[config.mk]
export PLATFORM = sky130hd
export DESIGN_NAME = elevator_motion_controller_flat
export DESIGN_NICKNAME = d
export VERILOG_FILES = /design/src/rtl/elevator_motion_controller_if.sv /design/src/rtl/elevator_motion_controller.sv /design/src/flat_wrapper.sv
export SDC_FILE = /design/constraint.sdc
export NUM_CORES = 1
export LEC_CHECK = 0
export BUFFER_PORTS_ARGS = -buffer_cell sky130_fd_sc_hd__buf_2
export CAP_MARGIN = 20
export CORE_MARGIN = 2
export CORE_UTILIZATION = 40
export DETAILED_ROUTE_END_ITERATION = 12
export PLACE_DENSITY = 0.58
export SYNTH_ARGS = -nofsm -noshare
export SYNTH_HDL_FRONTEND = slang
export SYNTH_SLANG_ARGS = --single-unit
export TNS_END_PERCENT = 100
[constraint.sdc]
create_clock -name clk -period 5.3 [get_ports clk]
set_clock_uncertainty 0.1 [all_clocks]
set_input_delay 1.06 -clock clk [delete_from_list [all_inputs] [get_ports clk]]
set_output_delay 1.06 -clock clk [all_outputs]
set_load 0.1 [all_outputs]
[src/rtl/elevator_motion_controller_if.sv]
// Signal bundle between the dispatch/scoring stage and the two-car motion
// controller. The estop line exists only when ELEVATOR_ESTOP_EN is defined.
interface elevator_motion_controller_if;
  logic [1:0]  simState;
  logic [1:0]  directions;
  logic [11:0] FloorDestinations;
  logic [7:0]  half_elevatorPositions;
  logic [11:0] floorArrived;
  logic [1:0]  doorsOpen;
  logic [1:0]  moving;
`ifdef ELEVATOR_ESTOP_EN
  logic        estop;

  modport master (
    output simState, directions, FloorDestinations, estop,
    input  half_elevatorPositions, floorArrived, doorsOpen, moving
  );
  modport slave (
    input  simState, directions, FloorDestinations, estop,
    output half_elevatorPositions, floorArrived, doorsOpen, moving
  );
`else
  modport master (
    output simState, directions, FloorDestinations,
    input  half_elevatorPositions, floorArrived, doorsOpen, moving
  );
  modport slave (
    input  simState, directions, FloorDestinations,
    output half_elevatorPositions, floorArrived, doorsOpen, moving
  );
`endif
endinterface

[src/rtl/elevator_motion_controller.sv]
// Two independent elevator cars (left = 0, right = 1), each an IDLE/MOVE/DOOR
// FSM stepping in half-floor increments 0..10 (even index = at a floor).
// Optional feature: define ELEVATOR_ESTOP_EN to add bus.estop, which freezes
// both cars and forces doors open for cars standing at a floor.
module elevator_motion_controller #(
  parameter int unsigned STEP_CYCLES = 1000,
  parameter int unsigned DOOR_CYCLES = 3000
) (
  input  logic                        clk,
  input  logic                        rst,
  elevator_motion_controller_if.slave bus
);

  localparam int unsigned SW = (STEP_CYCLES > 2) ? $clog2(STEP_CYCLES) : 1;
  localparam int unsigned DW = (DOOR_CYCLES > 2) ? $clog2(DOOR_CYCLES) : 1;
  localparam logic [SW-1:0] STEP_LAST = SW'(STEP_CYCLES - 1);
  localparam logic [DW-1:0] DOOR_LAST = DW'(DOOR_CYCLES - 1);

  typedef enum logic [1:0] {IDLE, MOVE, DOOR} state_t;

  state_t        state    [2];
  logic [3:0]    pos      [2];
  logic [SW-1:0] step_cnt [2];
  logic [DW-1:0] door_cnt [2];
  logic          dir      [2];
  logic [5:0]    arrived  [2];
  logic [1:0]    door_q;
  logic [1:0]    move_q;

  logic [5:0]    dest     [2];
  logic [3:0]    step_pos [2];
  logic          run;

  function automatic logic blocked(input logic up, input logic [3:0] p);
    return up ? (p == 4'd10) : (p == 4'd0);
  endfunction

  assign dest[0] = bus.FloorDestinations[5:0];
  assign dest[1] = bus.FloorDestinations[11:6];

`ifdef ELEVATOR_ESTOP_EN
  assign run = (bus.simState == 2'b01) && !bus.estop;
`else
  assign run = (bus.simState == 2'b01);
`endif

  // Half-floor index each car lands on when its current step completes.
  always_comb begin
    for (int unsigned i = 0; i < 2; i++) begin
      step_pos[i] = dir[i] ? (pos[i] + 4'd1) : (pos[i] - 4'd1);
    end
  end

  // Per-car motion FSM with counters and registered status outputs.
  always_ff @(posedge clk) begin
    if (rst) begin
      for (int unsigned i = 0; i < 2; i++) begin
        state[i]    <= IDLE;
        pos[i]      <= '0;
        step_cnt[i] <= '0;
        door_cnt[i] <= '0;
        dir[i]      <= 1'b0;
        arrived[i]  <= '0;
      end
      door_q <= '0;
      move_q <= '0;
    end else if (!run) begin
      for (int unsigned i = 0; i < 2; i++) begin
        arrived[i] <= '0;
      end
    end else begin
      for (int unsigned i = 0; i < 2; i++) begin
        arrived[i] <= '0;
        unique case (state[i])
          IDLE: begin
            if (!pos[i][0] && dest[i][pos[i][3:1]]) begin
              state[i]                   <= DOOR;
              door_cnt[i]                <= '0;
              arrived[i][pos[i][3:1]]    <= 1'b1;
              door_q[i]                  <= 1'b1;
            end else if ((dest[i] != '0) && !blocked(bus.directions[i], pos[i])) begin
              state[i]    <= MOVE;
              dir[i]      <= bus.directions[i];
              step_cnt[i] <= '0;
              move_q[i]   <= 1'b1;
            end
          end
          MOVE: begin
            if (step_cnt[i] == STEP_LAST) begin
              step_cnt[i] <= '0;
              pos[i]      <= step_pos[i];
              // Odd landing: keep moving with the latched direction; decisions
              // are only taken once the car reaches a floor.
              if (!step_pos[i][0]) begin
                if (dest[i][step_pos[i][3:1]]) begin
                  state[i]                     <= DOOR;
                  door_cnt[i]                  <= '0;
                  arrived[i][step_pos[i][3:1]] <= 1'b1;
                  door_q[i]                    <= 1'b1;
                  move_q[i]                    <= 1'b0;
                end else if (dest[i] == '0) begin
                  state[i]  <= IDLE;
                  move_q[i] <= 1'b0;
                end else begin
                  dir[i] <= bus.directions[i];
                  if (blocked(bus.directions[i], step_pos[i])) begin
                    state[i]  <= IDLE;
                    move_q[i] <= 1'b0;
                  end
                end
              end
            end else begin
              step_cnt[i] <= step_cnt[i] + SW'(1);
            end
          end
          DOOR: begin
            if (door_cnt[i] == DOOR_LAST) begin
              state[i]    <= IDLE;
              door_cnt[i] <= '0;
              door_q[i]   <= 1'b0;
            end else begin
              door_cnt[i] <= door_cnt[i] + DW'(1);
            end
          end
          default: begin
            state[i]  <= IDLE;
            door_q[i] <= 1'b0;
            move_q[i] <= 1'b0;
          end
        endcase
      end
    end
  end

  assign bus.half_elevatorPositions = {pos[1], pos[0]};
  assign bus.floorArrived           = {arrived[1], arrived[0]};
  assign bus.moving                 = move_q;
`ifdef ELEVATOR_ESTOP_EN
  assign bus.doorsOpen = door_q | ({2{bus.estop}} & {~pos[1][0], ~pos[0][0]});
`else
  assign bus.doorsOpen = door_q;
`endif

endmodule

[src/flat_wrapper.sv]
// flat-port wrapper written by rule: the top's interface ports become plain ports
module elevator_motion_controller_flat 
#(
  parameter int unsigned STEP_CYCLES = 1000,
  parameter int unsigned DOOR_CYCLES = 3000
)
  (clk, rst, bus_simState, bus_directions, bus_FloorDestinations, bus_half_elevatorPositions, bus_floorArrived, bus_doorsOpen, bus_moving);
  elevator_motion_controller_if bus_i ();
  input  logic clk;
  input  logic rst;
  input wire logic [$bits(bus_i.simState)-1:0] bus_simState;
  input wire logic [$bits(bus_i.directions)-1:0] bus_directions;
  input wire logic [$bits(bus_i.FloorDestinations)-1:0] bus_FloorDestinations;
  output wire logic [$bits(bus_i.half_elevatorPositions)-1:0] bus_half_elevatorPositions;
  output wire logic [$bits(bus_i.floorArrived)-1:0] bus_floorArrived;
  output wire logic [$bits(bus_i.doorsOpen)-1:0] bus_doorsOpen;
  output wire logic [$bits(bus_i.moving)-1:0] bus_moving;
  assign bus_i.simState = bus_simState;
  assign bus_i.directions = bus_directions;
  assign bus_i.FloorDestinations = bus_FloorDestinations;
  assign bus_half_elevatorPositions = bus_i.half_elevatorPositions;
  assign bus_floorArrived = bus_i.floorArrived;
  assign bus_doorsOpen = bus_i.doorsOpen;
  assign bus_moving = bus_i.moving;
  elevator_motion_controller #(.STEP_CYCLES(STEP_CYCLES), .DOOR_CYCLES(DOOR_CYCLES)) u_core (.clk(clk), .rst(rst), .bus(bus_i));
endmodule
==> results of run 1 <==
worst max path at each step:
stage	from	endpoint	depth (start not counted)
3_5_place_dp	u_core.pos[0][1]	u_core.door_cnt[0][11]	7
5_1_grt	u_core.pos[0][1]	u_core.door_cnt[0][5]	7
3_3_place_gp	rst	u_core.door_cnt[0][11]	6
2_1_floorplan	u_core.pos[0][5]	u_core.state[1][0]	10
4_1_cts	u_core.pos[0][1]	u_core.door_cnt[0][5]	7
6_report	u_core.pos[0][1]	u_core.door_cnt[0][5]	7
worst max-delay path, stage by stage, from the launching register on:
cell and delay (ns):
edfxtp_1 0.56, inv_1 0.16, fa_1 0.72, mux2_2 0.39, o221ai_1 0.22, and2_4 0.21, nand2b_4 0.15, nand4b_1 0.53
state kept, by name (all words and copies together) (netlist names):
register	count
u_core.door_cnt	24
u_core.step_cnt	20
u_core.arrived	12
u_core.pos	8
u_core.state	4
u_core.bus.doorsOpen	2
u_core.bus.moving	2
u_core.dir	2
per-layer routing:
| layer | global-route usage, % | vias to the layer above | share of wire, % |
|---|---|---|---|
| met1 | 23.3 | 1671 | 48 |
| met3 | 3.17 | 14 | 4.9 |
| met5 | 0 | - | 0 |
| li1 | - | 1729 | - |
| met4 | 7.83 | 0 | 2.0 |
| met2 | 26.0 | 93 | 45 |
Yosys cell counts (3+ instances only):
cell type and count:
clkbuf_1 12, edfxtp_1 64, a211o_1 3, nor2_1 73, and3_1 10, nand2b_1 7
or3_1 8, and2_1 3, nor2b_1 3, nand3_1 28, xor2_1 23, o21a_1 4
a32o_1 4, nand4bb_1 3, o21ai_0 9, ha_1 12, a31oi_1 4, a21oi_1 14
inv_1 21, xnor2_1 15, nand3b_1 3, nand4_1 4, dfxtp_1 10, nor4_1 8
nand2_1 25, nand4b_1 3, mux2i_1 5, a21o_1 3, nor3_1 6, mux2_2 4
area by class of cell:
type	count	share of cell area, %
clock buffers	12	4.58
clock inverters	4	0.824
inverters	21	1.53
multi-input cells	346	44.5
flip-flops and latches	74	41.1
well taps	143	3.47
repair buffers	41	3.97
logic make-up (layout without fill, tap and decap cells):
group | count (synthesis) | count (layout) | synth area share [%]
simple gates | 210 | 210 | 24.9
buf+inv | 39 | 78 | 3.88
flops | 74 | 74 | 46.3
other cells | 1 | 6 | 0.0819
mux | 10 | 10 | 2.57
compound gates | 67 | 67 | 10.5
xor+xnor | 39 | 39 | 7.62
fa+ha+maj | 14 | 14 | 4.15
power groups by stage:
stage	Clock (mW)	Sequential, mW	Combinational [mW]
floorplan	0	0.726	0.122
global placement	0	0.702	0.187
detailed placement	0	0.702	0.188
CTS	0.600	0.691	0.190
global route	0.622	0.696	0.209
finish	0.586	0.691	0.191
==> flow_summary.yaml, run 1 <==
place:
  place_area_mm2: 0.00488
  dp.cells: 625
  dp_slack_ns: 1.75
  portBuffers: 41
  dp_hpwl_mm: 7.35
  gp_congestion: 0.871
min_path:
  min_delay_worst_endpoint: "u_core.bus.doorsOpen[1]"
  holdPathStages: 2
  holdCritStartpoint: "u_core.bus.doorsOpen[1]"
  hold_class: "register to register"
setup_path:
  critPathKind: "register to register"
  worst_ep_arrival_time_ns: 3.29
  worstPathRequired_ns: 5.08
  path_max_fanout: 12
  r2r_end: "u_core.door_cnt[0][5]"
  r2r_cells: 7
  start_kind: "register"
  r2r-start: "u_core.pos[0][1]"
  rrSetupSlack_ns: 1.79
  cp-end-kind: "register"
power_and_ir_drop:
  clkPwrFrac_pct: 39.9
  total_power_mw: 1.47
  p_leak_nw: 1.96
  p_int_mw: 1.09
  p_sw_mw: 0.381
  vdd_drop_max_uv: 113
  powerDensity_mw_per_mm2: 284
  swShare_pct: 26.0
  pwr-share-comb_pct: 13.0
  power_frac_seq_pct: 47.1
synthesis:
  ys_async_sr_fraction_pct: 0
  ys_seq_elements: 74
  synth_top_area_share_pct: 42.0
  synth_area_mm2: 0.00458
  syn_area_per_cell_um2: 10.1
  netlist_top_cells_area: "edfxtp_1, nor2_1, xor2_1"
  synth_ff_type: "edfxtp_1"
  yosysWarnings: 0
  ys_seq_area_share_pct: 46.3
  synth_edf_count: 64
  yosys.area.top_type: "edfxtp_1"
  synthDistinctLibCells: 74
  syn_inst: 454
layout:
  nFillCells: 1028
  nNetsFinal: 525
  final_cell_mix: "nor2_1, edfxtp_1, buf_2"
  diodes: 0
  seq_area_mm2: 0.00212
  finalNonFillerCells: 641
  layout_commonest_cell: "nor2_1"
  syn_to_final_growth_pct: 12.7
  multiInputGateArea_mm2: 0.00230
  fin_util_pct: 45.8
  drive_above_1_share_pct: 15.3
  fin_area_mm2: 0.00516
drt:
  drtPass1Iterations: 4
  ant_nets: 0
  drc: 0
  drt_wl_total_mm: 9.86
  routed_via_density: 5.47
  drt_iter0_markers: 163
  num_vias: 3507
  wire_per_inst_um: 15.4
die:
  initial_core_util_pct: 40.6
  die_h_um: 111
  core_mm2: 0.0113
  io_pins: 42
  floorplan.die.width_um: 111
  die-area_mm2: 0.0123
  rows: 39
sta:
  maxSlewHeadroom_pct: 46.9
  fin_setup_tns_ns: 0
  hold_viol_final: 0
  fin_crit_ns: 3.51
  fin_ws_ns: 1.79
  rsz0062_at_grt: "no"
  tightest_slew_ns: 0.796
  fin_crit_sh_pct: 66.2
  maxSlewViolCount: 0
  hold_ws_ns: 0.400
  max_freq_mhz: 285
  setup_viol: 0
clock_tree:
  cts_buffer_depth: 2
  cts_hold_buf: 0
  clkTransAtPathRegs_ns: 0.06
  post_cts_resized: 0
  cts_tree: "done"
  cts_root_buf: "clkbuf_16"
  htreeDepth: 3
  numCtsBuffers: 9
  post-cts-setup-buffer-count: 0
  cts_sinks: 74
  clk-insertion-delay-late_ns: 0.34
grt:
  grt_pass1_vias: 3404
  grt_pass1_wl_mm: 16.8
  grt_use_total_pct: 16.9
  antenna_found_initial: 0
  overflow: 0
  grt_max_degree: 17
status:
  status: "complete, no violations"
run:
  drv_cap: 0
Power figures use the tool's default switching activity.
==> run 2, diff against run 1 <==
--- a/config.mk
+++ b/config.mk
@@ -5,6 +5,7 @@
 export SDC_FILE = /design/constraint.sdc
 export NUM_CORES = 1
 export LEC_CHECK = 0
+export ABC_AREA = 1
 export BUFFER_PORTS_ARGS = -buffer_cell sky130_fd_sc_hd__buf_2
 export CAP_MARGIN = 20
 export CORE_MARGIN = 2
==> constraint.sdc (replaced) <==
create_clock -name clk -period 3.6 [get_ports clk]
set_clock_uncertainty 0.1 [all_clocks]
set_input_delay 0.72 -clock clk [delete_from_list [all_inputs] [get_ports clk]]
set_output_delay 0.72 -clock clk [all_outputs]
set_load 0.1 [all_outputs]
==> flow_summary.yaml, run 2 <==
drt:
  drt_iter0_markers: 254
  drt_wl_total_mm: 10.8
  drc: 0
  num_vias: 4252
  routed_via_density: 5.14
  ant_nets: 0
  wire_per_inst_um: 13.1
  drtPass1Iterations: 4
synthesis:
  synth_top_area_share_pct: 39.3
  synth-compound-area-share_pct: 7.22
  synthDistinctLibCells: 44
  netlist_top_cells_area: "edfxtp_1, nand2_1, nor2_1"
  yosysWarnings: 0
  yosysMostFrequentCell: "nand2_1"
  synthSimpleGateAreaFrac_pct: 36.6
  ys_seq_elements: 74
  synth_xor_area_share_pct: 1.26
  synth_ff_type: "edfxtp_1"
  ys_async_sr_fraction_pct: 0
  syn_inst: 620
  synth_area_mm2: 0.00488
  synthMuxAreaShare_pct: 0
  yosys.area.top_type: "edfxtp_1"
  synth_common_cells: "nand2_1, nor2_1, inv_1"
  synth_top_family_by_area: "simple AND/OR/NAND/NOR gates"
  synth_fa_ha_area_share_pct: 3.89
  syn_area_per_cell_um2: 7.88
  ys_seq_area_share_pct: 43.4
  synth_edf_count: 64
setup_path:
  cp-end-kind: "register"
  r2r_cells: 13
  worst_ep_arrival_time_ns: 2.86
  critPathKind: "register to register"
  r2r-start: "u_core.pos[0][0]"
  rrSetupSlack_ns: 0.62
  r2r_end: "u_core.door_cnt[0][2]"
  path_max_fanout: 12
  start_kind: "register"
  worstPathRequired_ns: 3.48
layout:
  drive_above_1_share_pct: 17.9
  largest_register_ffs: 24
  final_cell_mix: "nand2_1, nor2_1, inv_1"
  nNetsFinal: 707
  diodes: 0
  layout_commonest_cell: "nand2_1"
  top_regs: "u_core.door_cnt x24, u_core.step_cnt x20, u_core.arrived x12"
  syn_to_final_growth_pct: 13.7
  nFillCells: 1162
  top_register: "u_core.door_cnt"
min_path:
  holdPathStages: 2
  min_delay_worst_endpoint: "u_core.bus.doorsOpen[0]"
  hold_class: "register to register"
  holdCritStartpoint: "u_core.bus.doorsOpen[0]"
sta:
  setup_viol: 0
  hold_viol_final: 0
  max_freq_mhz: 335
  fin_setup_tns_ns: 0
  rsz0062_at_grt: "no"
  fin_crit_ns: 2.98
  fin_crit_sh_pct: 82.9
  maxSlewHeadroom_pct: 42.2
  tightest_slew_ns: 0.859
  maxSlewViolCount: 0
clock_tree:
  cts_hold_buf: 0
  cts_root_buf: "clkbuf_16"
  post_cts_resized: 0
  cts_buffer_depth: 2
  cts_sinks: 74
  post-cts-setup-buffer-count: 0
  cts_tree: "done"
  htreeDepth: 3
  clkTransAtPathRegs_ns: 0.05
  numCtsBuffers: 9
  clk-insertion-delay-late_ns: 0.33
die:
  core_mm2: 0.0120
  floorplan.die.width_um: 115
  initial_core_util_pct: 40.8
  die_h_um: 115
  io_pins: 42
  die-area_mm2: 0.0131
  rows: 40
place:
  dp_hpwl_mm: 8.44
  gp_congestion: 0.877
  portBuffers: 41
status:
  status: "complete, no violations"
power_and_ir_drop:
  powerDensity_mw_per_mm2: 389
  p_leak_nw: 2.47
  vdd_drop_max_uv: 413
  total_power_mw: 2.16
grt:
  grt_max_degree: 14
  antenna_found_initial: 0
  grt_pass1_vias: 4033
  grt_use_total_pct: 17.3
  grt_pass1_wl_mm: 18.1
  overflow: 0
run:
  drv_cap: 0
==> run 2: cell types whose count changed after synthesis, sizes merged, moves of 13 or more <==
cell / previous run / this run
nand2: 25 / 172
inv: 21 / 87
nand3: 28 / 59
xor2: 24 / 3
nor2: 73 / 92
nor3: 7 / 22
and3: 14 / 1
==> run 2: metrics by stage <==
stage / area, µm² / util (%) / std cells / hold WS [ns] / worst slack (ns)
2_1_floorplan: 4900 / - / 625 / 0.460 / 0.0172
4_1_cts: 5550 / 46.4 / 827 / 0.383 / 0.596
3_5_place_dp: 5280 / 44.1 / 811 / 0.374 / 0.610
5_1_grt: 5550 / 46.4 / 827 / 0.402 / 0.354
3_3_place_gp: 5280 / 44.1 / 811 / 0.371 / 0.725
6_report: 5550 / 46.4 / 827 / 0.366 / 0.616
==> run 2: worst max path at each step <==
| stage | startpoint | to | slack, ns |
|---|---|---|---|
| global placement | u_core.pos[0][4] | u_core.door_cnt[1][1] | 0.72 |
| CTS | u_core.pos[0][0] | u_core.door_cnt[0][4] | 0.60 |
| finish | u_core.pos[0][0] | u_core.door_cnt[0][2] | 0.62 |
| floorplan | u_core.pos[0][4] | u_core.door_cnt[1][0] | 0.02 |
| detailed placement | u_core.pos[0][0] | u_core.door_cnt[0][4] | 0.61 |
| global route | u_core.pos[0][0] | u_core.door_cnt[0][3] | 0.35 |
==> run 2: critical path, cell delays in order, from the launching register on <==
cell and delay (ns):
edfxtp_1 0.50, inv_2 0.15, fa_1 0.73, inv_2 0.11
nand2_1 0.07, nand2_1 0.05, nand2_1 0.09, inv_2 0.04
nand3_2 0.08, nand2_4 0.08, nand2_4 0.09, nand2_2 0.09
a21oi_1 0.14, nand2_1 0.31
==> run 2: metal layers <==
metal,vias up,track usage (%),wire length (µm)
met1,1977,21.3,5010
met2,95,29.5,5100
met4,0,5.20,156
met3,16,4.92,537
li1,2164,-,-
met5,-,0,0
==> run 2: kinds of logic after synthesis <==
| group | count (synthesis) |
|---|---|
| fa+ha+maj | 14 |
| xor+xnor | 7 |
| buf+inv | 92 |
| flops | 74 |
| other cells | 1 |
| compound gates | 57 |
| simple gates | 375 |
==> run 2: final cells by class <==
class	count	area, µm²	area share, %
well taps	147	184	3.31
clock inverters	3	13.8	0.248
clock buffers	13	260	4.69
repair buffers	44	228	4.10
inverters	87	329	5.93
multi-input cells	459	2420	43.5
flip-flops and latches	74	2120	38.2
==> run 2: where the power goes <==
group / internal [mW] / switching (mW) / total (mW) / leakage, nW
sequential: 0.971 / 0.0350 / 1.01 / 0.745
clock: 0.500 / 0.327 / 0.827 / 0.137
combinational: 0.0851 / 0.242 / 0.327 / 1.59
total: 1.56 / 0.604 / 2.16 / 2.47
==> run 3, diff against run 2 <==
--- a/config.mk
+++ b/config.mk
@@ -5,7 +5,7 @@
 export SDC_FILE = /design/constraint.sdc
 export NUM_CORES = 1
 export LEC_CHECK = 0
-export ABC_AREA = 1
+export ABC_AREA = 0
 export BUFFER_PORTS_ARGS = -buffer_cell sky130_fd_sc_hd__buf_2
 export CAP_MARGIN = 20
 export CORE_MARGIN = 2
==> constraint.sdc (replaced) <==
create_clock -name clk -period 3 [get_ports clk]
set_clock_uncertainty 0.1 [all_clocks]
set_input_delay 0.6 -clock clk [delete_from_list [all_inputs] [get_ports clk]]
set_output_delay 0.6 -clock clk [all_outputs]
set_load 0.1 [all_outputs]
==> flow_summary.yaml, run 3 (synthesis results as in run 1) <==
drt:
  routed_via_density: 5.39
  top_layer_used: "met4"
  dr_wl_met3_um: 486
  drt_iter0_markers: 186
  met1Wirelength_mm: 4.94
  ant_nets: 0
  num_vias: 3561
  drtPass1Iterations: 4
  drc: 0
  drt_wl_total_mm: 10.3
  wl_met2_mm: 4.62
  wire_per_inst_um: 15.5
min_path:
  min_delay_worst_endpoint: "u_core.bus.doorsOpen[1]"
  hold_class: "register to register"
  holdCritStartpoint: "u_core.bus.doorsOpen[1]"
  holdPathStages: 2
grt:
  antenna_found_initial: 0
  grt_pass1_vias: 3577
  grt_max_degree: 16
  grt_pass1_wl_mm: 17.2
  overflow: 0
  grt_use_total_pct: 17.3
setup_path:
  crit_family: "adder cells"
  worst_ep_arrival_time_ns: 2.85
  cp-end-kind: "register"
  r2r_cells: 7
  start_kind: "register"
  r2r-start: "u_core.dir[1]"
  critPathKind: "register to register"
  critical-path-slowest-cell: "fa_1"
  path_cells: "fa_1, mux2_4, a21oi_2, o21ai_1, a211o_1, o2bb2ai_2, or3_1"
  slowest_delay_ns: 0.70
  cp_num_buf_inv: 0
  worstPathRequired_ns: 2.98
  rrSetupSlack_ns: 0.13
  r2r_end: "u_core.state[1][0]"
  path_max_fanout: 6
layout:
  nFillCells: 1033
  top_regs: "u_core.door_cnt x24, u_core.step_cnt x20, u_core.arrived x12"
  fin_area_mm2: 0.00540
  layout_commonest_cell: "nor2_1"
  diodes: 0
  drive_above_1_share_pct: 21.8
  top_register: "u_core.door_cnt"
  largest_register_ffs: 24
  nNetsFinal: 545
  final_cell_mix: "nor2_1, edfxtp_1, buf_2"
  syn_to_final_growth_pct: 17.9
die:
  die-area_mm2: 0.0123
  die_h_um: 111
  io_pins: 42
  core_mm2: 0.0113
  rows: 39
  initial_core_util_pct: 40.6
  floorplan.die.width_um: 111
sta:
  maxSlewViolCount: 0
  hold_viol_final: 0
  fin_setup_tns_ns: 0
  maxSlewHeadroom_pct: 48.8
  max_freq_mhz: 349
  fin_crit_sh_pct: 95.5
  setup_viol: 0
  fin_crit_ns: 2.87
  tightest_slew_ns: 0.762
  rsz0062_at_grt: "no"
place:
  place_area_mm2: 0.00511
  gp_congestion: 0.943
  dp_hpwl_mm: 7.59
  portBuffers: 41
clock_tree:
  cts_sinks: 74
  cts_buffer_depth: 2
  cts_root_buf: "clkbuf_16"
  cts_tree: "done"
  clk-insertion-delay-late_ns: 0.33
  post_cts_resized: 0
  cts_hold_buf: 0
  post-cts-setup-buffer-count: 0
  htreeDepth: 3
  numCtsBuffers: 9
  clkTransAtPathRegs_ns: 0.06
power_and_ir_drop:
  p_leak_nw: 2.10
  powerDensity_mw_per_mm2: 485
  total_power_mw: 2.62
  vdd_drop_max_uv: 273
status:
  status: "complete, no violations"
run:
  drv_cap: 0
==> run 3: cell types whose count changed in the layout (fill, tap and decap cells not counted), moves of 12 or more <==
cell	change
nand2_1	-125
inv_1	-58
nor3_1	-17
xor2_1	+20
nand2_2	-20
nand3_1	-22
buf_4	+16
nand4_1	-12
==> run 3: final cells by class <==
type	count	area (µm²)	area share, %
clock inverter	2	10.0	0.185
inverter	21	81.3	1.51
sequential	74	2120	39.3
tap	143	179	3.31
clock buffer	14	274	5.08
timing repair buffer	61	368	6.81
multi-input combinational	346	2360	43.8
==> run 3: worst max-delay path by stage <==
stage,slack [ns],depth (start not counted),startpoint,end
6_report,0.13,7,u_core.dir[1],u_core.state[1][0]
5_1_grt,0.008,9,u_core.dir[0],u_core.state[0][1]
4_1_cts,0.14,7,u_core.dir[1],u_core.state[1][0]
3_5_place_dp,0.15,6,bus_FloorDestinations[6],u_core.step_cnt[1][9]
3_3_place_gp,0.12,6,bus_FloorDestinations[6],u_core.step_cnt[1][1]
2_1_floorplan,-0.59,9,u_core.pos[0][1],u_core.door_cnt[0][0]
==> run 3: layer usage <==
layer / vias up / GRT usage, %
li1: 1770 / -
met1: 1695 / 23.1
met2: 80 / 27.3
met3: 16 / 4.10
met4: 0 / 7.00
met5: - / 0
==> run 3: per-stage QoR <==
| step | std cells | hold WS [ns] | setup WS (ns) | util [%] |
|---|---|---|---|---|
| after floorplan | 459 | 0.476 | -0.585 | - |
| after detailed placement | 645 | 0.394 | 0.145 | 45.4 |
| final | 661 | 0.409 | 0.134 | 47.9 |
| after CTS | 661 | 0.413 | 0.139 | 47.9 |
| after global placement | 645 | 0.401 | 0.118 | 45.4 |
| after global routing | 661 | 0.461 | 0.00848 | 47.9 |
==> run 3: report_power, final <==
| part | switching, mW | total (mW) | internal, mW |
|---|---|---|---|
| clock | 0.398 | 1.02 | 0.625 |
| combinational | 0.240 | 0.383 | 0.142 |
| sequential | 0.0474 | 1.21 | 1.17 |
| total | 0.685 | 2.62 | 1.93 |
==> run 3: worst min-delay path: stages, from the launching register on <==
cell	delay (ns)
dfxtp_1	0.32
o21ai_0	0.07
a21oi_1	0.06
